[src/rtl/regfile_sb.sv]
// Integer register file with read bypass and a pending late-write scoreboard.
// Define REGFILE_BYPASS_EN to forward same-cycle write data onto the read ports.
module regfile_sb #(
    parameter int INIT_STYLE          = 2,
    parameter int REGISTER_WIDTH      = 32,
    parameter int REGISTER_ADDR_WIDTH = 5,
    parameter int NUM_READ            = 2
) (
    input  logic                                    cpu_clk,
    input  logic                                    cpu_rst_n,
    input  logic [NUM_READ*REGISTER_ADDR_WIDTH-1:0] rs_addr,
    output logic [NUM_READ*REGISTER_WIDTH-1:0]      rs_data,
    output logic [NUM_READ-1:0]                     rs_busy,
    input  logic                                    wa_we,
    input  logic [REGISTER_ADDR_WIDTH-1:0]          wa_addr,
    input  logic [REGISTER_WIDTH-1:0]               wa_data,
    input  logic                                    wb_we,
    input  logic [REGISTER_ADDR_WIDTH-1:0]          wb_addr,
    input  logic [REGISTER_WIDTH-1:0]               wb_data,
    input  logic                                    sb_set,
    input  logic [REGISTER_ADDR_WIDTH-1:0]          sb_addr,
    output logic [(2**REGISTER_ADDR_WIDTH)-1:0]     busy_vec,
    output logic [REGISTER_ADDR_WIDTH:0]            pending_cnt,
    output logic                                    wr_conflict
);

    localparam int W  = REGISTER_WIDTH;
    localparam int AW = REGISTER_ADDR_WIDTH;
    localparam int N  = 2**AW;
    localparam int CW = AW + 1;

    logic [N-1:0][W-1:0] rf;

    assign rf[0] = '0;

    for (genvar i = 1; i < N; i++) begin : g_reg
        localparam logic [W-1:0] INIT =
            (INIT_STYLE == 0) ? W'(i) :
            (INIT_STYLE == 1) ? W'(3 * i) : '0;
        logic [W-1:0] q;

        // Port A is the younger instruction, so it takes priority.
        always_ff @(posedge cpu_clk or negedge cpu_rst_n) begin
            if (!cpu_rst_n) begin
                q <= INIT;
            end else if (wa_we && wa_addr == AW'(i)) begin
                q <= wa_data;
            end else if (wb_we && wb_addr == AW'(i)) begin
                q <= wb_data;
            end
        end

        assign rf[i] = q;
    end

    logic          sb_hit;
    logic          wb_hit;
    logic          cnt_inc;
    logic          cnt_dec;
    logic [N-1:0]  busy_nxt;
    logic [CW-1:0] cnt_nxt;
    logic          conflict_nxt;

    assign sb_hit = sb_set && (sb_addr != '0);
    assign wb_hit = wb_we && (wb_addr != '0);

    // A new issue outranks the retirement of the previous late write.
    always_comb begin
        busy_nxt = busy_vec;
        if (wb_hit) begin
            busy_nxt[wb_addr] = 1'b0;
        end
        if (sb_hit) begin
            busy_nxt[sb_addr] = 1'b1;
        end
    end

    assign cnt_inc = sb_hit && !busy_vec[sb_addr];
    assign cnt_dec = wb_hit && busy_vec[wb_addr]
                     && !(sb_hit && sb_addr == wb_addr);
    assign cnt_nxt = pending_cnt + CW'(cnt_inc) - CW'(cnt_dec);

    assign conflict_nxt = wa_we && wb_we && (wa_addr == wb_addr)
                          && (wa_addr != '0);

    always_ff @(posedge cpu_clk or negedge cpu_rst_n) begin
        if (!cpu_rst_n) begin
            busy_vec    <= '0;
            pending_cnt <= '0;
            wr_conflict <= 1'b0;
        end else begin
            busy_vec    <= busy_nxt;
            pending_cnt <= cnt_nxt;
            wr_conflict <= conflict_nxt;
        end
    end

    for (genvar k = 0; k < NUM_READ; k++) begin : g_rd
        logic [AW-1:0] a;
        logic [W-1:0]  d;
        logic          b;

        assign a = rs_addr[k*AW +: AW];

        always_comb begin
            d = rf[a];
            b = busy_vec[a];
`ifdef REGFILE_BYPASS_EN
            if (a != '0) begin
                if (wa_we && wa_addr == a) begin
                    d = wa_data;
                end else if (wb_we && wb_addr == a) begin
                    d = wb_data;
                end
                if (wb_we && wb_addr == a && !(sb_set && sb_addr == a)) begin
                    b = 1'b0;
                end
            end
`endif
        end

        assign rs_data[k*W +: W] = d;
        assign rs_busy[k]        = b;
    end

endmodule

[config.mk]
export PLATFORM = sky130hd
export DESIGN_NAME = regfile_sb
export DESIGN_NICKNAME = d
export VERILOG_FILES = /design/src/rtl/regfile_sb.sv
export SDC_FILE = /design/constraint.sdc
export NUM_CORES = 2
export LEC_CHECK = 0
export BUFFER_PORTS_ARGS = -buffer_cell sky130_fd_sc_hd__buf_2
export CAP_MARGIN = 20
export CORE_ASPECT_RATIO = 0.75
export CORE_MARGIN = 8
export CORE_UTILIZATION = 35
export DETAILED_ROUTE_END_ITERATION = 6
export GPL_ROUTABILITY_DRIVEN = 0
export PLACE_DENSITY = 0.57
export SETUP_SLACK_MARGIN = 0.2
export SYNTH_ARGS = -nofsm -noshare
export SYNTH_HDL_FRONTEND = slang
export SYNTH_SLANG_ARGS = --single-unit
[constraint.sdc]
create_clock -name cpu_clk -period 2.9 [get_ports cpu_clk]
set_input_delay 0.145 -clock cpu_clk [delete_from_list [all_inputs] [get_ports cpu_clk]]
set_output_delay 0.145 -clock cpu_clk [all_outputs]
set_load 0.1 [all_outputs]
# Word-level counts from Yosys, hierarchy flattened
# Cells that the tools add are included.
# classes
addsub	2
magnitude_cmp	6
eq_ne	64
mux	80
bitwise_logic	3
reduce_logical	109
# ops
cell	n
32-bit 2-to-1 mux	66
32-bit binary-select mux with 5-bit select	2
5-bit equality test (second input constant)	32
5-bit by 4-bit equality test with 1-bit output (second input constant)	16
1-bit logical AND	73
2-bit nonzero test	31
5-bit by 3-bit equality test with 1-bit output (second input constant)	8
32-bit bitwise AND	1
32-bit NOT	1
32-bit OR	1
5-bit by 6-bit less-than comparator with 1-bit output (second input constant)	4
1-bit binary-select mux with 5-bit select	4
5-bit by 2-bit equality test with 1-bit output (second input constant)	4
5-bit nonzero test	3
1-bit demux with 5-bit select	2
5-bit by 1-bit equality test with 1-bit output (second input constant)	2
5-bit equality test	2
5-bit by 1-bit greater-or-equal comparator with 1-bit output (second input constant)	2
6-bit by 1-bit adder with 6-bit output	1
1-bit 2-to-1 mux	6
6-bit by 1-bit subtractor with 6-bit output	1
1-bit zero test	2
# totals
ff_bits	1031
in_bits	94
output_inout_bits	105
elab_cells	298

# Logic depth before layout (Yosys ltp)
# depth
ltp_word	9
depth_mapped	14

# Least setup slack after synthesis
# No wires, ideal clock.
# synth_timing
kind	input port to output port
from	input port rs_addr[5]
to	output port rs_data[32]
t_arrival_ns	3.627
t_required_ns	2.755
path_slack_ns	-0.872
path_stages	8
n_path_buf	5
path_cell_list	buf_2 > buf_2 > buf_4 > buf_4 > buf_1 > a22o_1 > a211oi_1 > o31ai_1
# synth_between
elab_chain_cells	2
# synth_rtl
element	line_no	source
from (decl)	11	input logic [NUM_READ*REGISTER_ADDR_WIDTH-1:0] rs_addr,
32-bit binary-select mux with 5-bit select	106	d = rf[a];
32-bit 2-to-1 mux (implied by the code)	106	
to (decl)	12	output logic [NUM_READ*REGISTER_WIDTH-1:0] rs_data,
# Every way passes these cells. The select of a mux whose other input is x is not followed.

# Worst setup path after layout
# layout_timing
from	register busy_vec[11]
to	register pending_cnt[5]
# layout_between
elab_chain_cells	6
# layout_rtl
element	line_no	source
from (decl)	22	output logic [(2**REGISTER_ADDR_WIDTH)-1:0] busy_vec,
from (signal assigned)	92	busy_vec <= busy_nxt;
1-bit binary-select mux with 5-bit select	78	assign cnt_inc = sb_hit && !busy_vec[sb_addr];
1-bit 2-to-1 mux (implied by the code)	78	
1-bit zero test	78	
1-bit logical AND	78	
6-bit by 1-bit adder with 6-bit output	81	assign cnt_nxt = pending_cnt + CW'(cnt_inc) - CW'(cnt_dec);
6-bit by 1-bit subtractor with 6-bit output (*)	81	
net cnt_nxt[5]	61	logic [CW-1:0] cnt_nxt;
to (signal assigned)	93	pending_cnt <= cnt_nxt;
to (decl)	23	output logic [REGISTER_ADDR_WIDTH:0] pending_cnt,
# Mark *: on every way through the listed nets, which the timed path passes. The rest lies on a longest branch. The select of a mux whose other input is x is not followed.
# A chain may end at the register's enable or synchronous reset.

==> impl_metrics.yaml <==
outcome:
  status: "complete, but fails checks"
  violations: "negative setup slack"
logic_synthesis:
  synth_edf_count: 0
  syn_avg_cell_area_um2: 10.5
  synth_area_um2: 65000
  ys_seq_elements: 1031
  synth_area_leaders: "dfrtp_1 40%, mux2i_1 18%, mux4_2 14%, o21ai_0 4.3%, a21oi_1 4.0%"
  postSynthCellCount: 6182
  async_reset_ff_frac: 1.00
  yosysWarnings: 0
  ys_types: 54
  synth_top_area_frac: 0.397
  synth-seq-area-share: 0.397
  synth_flop_cell: "dfrtp_1"
  synth_nets: 6283
  yosys.area.top_type: "dfrtp_1"
clocking:
  clock_latency_ns: 0.78
  cts_tree: "done"
  clk_pin_slew_ns: 0.06
  h-tree-depth: 3
  cts_root_buffer: "clkbuf_16"
  clock_path_buffers: 3
  numCtsBuffers: 116
  clock-sinks: 1031
detailed_routing:
  vias_per_cell: 6.09
  wl_per_cell_um: 30.8
  drc: 0
  drt_wl_total_um: 271000
  drtIter0Drc: 6217
  num_vias: 53700
  dr.pass1.iters: 6
  postRouteAntennaNets: 0
global_route:
  grt_pass1_vias: 52700
  grt_first_pass_wirelength_um: 390000
  antenna_found_initial: 21
  grt_overflow_total: 0
  grtUsageTotal: 0.263
  grt_max_degree: 77
floorplan:
  fp.dieW_um: 513
  die-area_um2: 200000
  fp.coreArea_um2: 185000
  start_util: 0.351
  std_cell_rows: 137
  die_height_um: 389
  io_pins: 199
timing:
  hold_violations: 0
  drv_slew: 0
  fmax_mhz: 327
  final-setup-viol-count: 5
  fin_crit_sh: 1.05
  min_period_ns: 3.06
  worst_slack_ns: -0.158
  rsz0062_at_grt: "true"
  skew_ns: 0.0258
  worst_pin_slew_ns: 1.14
  max_slew_margin: 0.241
power_and_ir_drop:
  p_per_area_nw_per_um2: 710
  p_comb_frac: 0.334
  internal_power_uw: 36000
  switchingPower_uw: 19400
  p_clk_frac: 0.284
  seqPwrFrac: 0.383
  p_leak_uw: 0.0336
  p_sw_frac: 0.350
  ir_worst_vdd_uv: 594
worst_setup_path:
  start_kind: "register"
  required_ns: 3.56
  worstPathArrival_ns: 3.72
  worstSetupPathType: "reg2reg"
  endpoint_kind: "register"
  crit_fanout: 2
final_layout:
  fin_nets: 6366
  final_area_um2: 78100
  fin_util: 0.422
  final_cell_mix: "1189 x mux2i_1, 999 x dfrtp_1, 521 x nor2_1"
  regArea_um2: 25900
  nFillCells: 17300
  multiInputGateArea_um2: 37700
  synthToLayoutAreaGrowth_pct: 20.3
  final_common_cell: "mux2i_1"
  layout-drive-gt1-share: 0.246
placed_design:
  place_area_um2: 72100
  portBuffers: 198
  dp_hpwl_um: 170000
hold_path:
  hold_path.class: "in2reg"
job:
  cap_violations: 0
## path summary, 6_finish.rpt
kind | startpoint | end | slack, ns | cells after the start
setup / recovery | busy_vec[11] | pending_cnt[5] | -0.16 | 11
hold / removal | wb_data[27] | g_reg[17].q[27] | 0.03 | 3
setup reg to reg | busy_vec[11] | pending_cnt[5] | -0.16 | 11
hold reg to reg | busy_vec[0] | busy_vec[0] | 0.55 | 1
max in group asynchronous | cpu_rst_n | g_reg[23].q[6] | 1.74 | 4
min in group asynchronous | cpu_rst_n | g_reg[26].q[13] | 0.11 | 2
## layout make-up
| class | count | share of cell area |
|---|---|---|
| diodes | 13 | 0.000416 |
| clock buffers | 173 | 0.0449 |
| clock inverters | 42 | 0.00620 |
| inverters | 9 | 0.000432 |
| multi-input cells | 4409 | 0.483 |
| flip-flops and latches | 1031 | 0.331 |
| well taps | 2432 | 0.0389 |
| repair buffers | 698 | 0.0955 |
## cell usage after synthesis (2+ instances only)
cell and count:
a211oi_1 65, a21o_1 3, a21oi_1 517, a22o_1 207
a22oi_1 2, and2_1 71, and4b_1 4, buf_1 26
buf_2 138, buf_4 49, clkbuf_1 520, dfrtp_1 1031
ha_1 6, inv_1 9, mux2_2 67, mux2i_1 1192
mux4_2 417, nand2_1 519, nand2b_1 9, nand3_1 5
nand3b_1 5, nand4b_1 3, nand4bb_1 3, nor2_1 542
nor2_2 9, nor2b_1 10, nor3_1 4, nor3b_1 3
nor4bb_1 3, o21ai_0 562, o21ai_1 14, o22ai_1 65
o31ai_1 64, or2_2 5, or3_1 2, or3b_2 2
xnor2_1 5, xor2_1 8
## sequential cells by signal (all words and copies together) (netlist names)
name,flops
wr_conflict,1
g.q,992
busy_vec,32
pending_cnt,6
## what timing repair did
| action | in CTS | in global routing |
|---|---|---|
| endpoints found under the hold margin | 966 | 0 |
| buffers inserted | 7 | 15 |
| pin swaps | 84 | 71 |
| setup endpoints to repair | 71 | 71 |
| resized for setup | 317 | 55 |
| hold buffers | 63 | 0 |
| gates cloned | 0 | 1 |
## metal layers
metal	GRT usage	wire (um)
met5	0	22
met4	0.107	12700
met3	0.0697	27800
met2	0.399	120000
met1	0.357	111000
## critical path, cell delays in order (launching register included)
cell and delay [ns]:
dfrtp_4 0.47, mux4_2 0.53, a22oi_2 0.17, nand2_1 0.07, or3_4 0.42, ha_4 0.28
inv_2 0.04, ha_4 0.15, a21o_1 0.15, a21o_1 0.17, a2111o_1 0.37, o211ai_1 0.12
## per-stage QoR
| stage | power [uW] | hold WS, ns | TNS [ns] | worst slack, ns | cells |
|---|---|---|---|---|---|
| global route | 57800 | 0.0304 | -0.839 | -0.225 | 8802 |
| detailed placement | 38600 | 0.318 | -0.423 | -0.213 | 8493 |
| finish | 55400 | 0.0335 | -0.526 | -0.158 | 8807 |
| global placement | 37900 | 0.332 | -0.611 | -0.268 | 8493 |
| CTS | 55200 | 0.00163 | -0.496 | -0.128 | 8778 |
| floorplan | 33200 | -0.151 | -0.217 | -0.107 | 6182 |
## power by group through the flow
| stage | logic [uW] | registers, uW | clock network [uW] |
|---|---|---|---|
| detailed placement | 17200 | 21300 | 0 |
| floorplan | 11700 | 21500 | 0 |
| finish | 18500 | 21200 | 15700 |
| global placement | 16800 | 21100 | 0 |
| global route | 19700 | 21700 | 16500 |
| CTS | 18200 | 21100 | 15900 |
## kinds of logic (layout without fill, tap and decap cells)
group / count (synthesis) / count (layout) / synth area share
AOI/OAI and AO/OA: 1507 / 1507 / 0.135
xor gates and xnor gates: 13 / 13 / 0.00175
adders and majority gates: 7 / 7 / 0.00146
buffers and inverters: 742 / 922 / 0.0484
DFF: 1031 / 1031 / 0.397
muxes: 1676 / 1676 / 0.340
other: 0 / 13 / 0
and+or+nand+nor: 1206 / 1206 / 0.0764
Note: power is estimated with default switching activity, not from simulation.
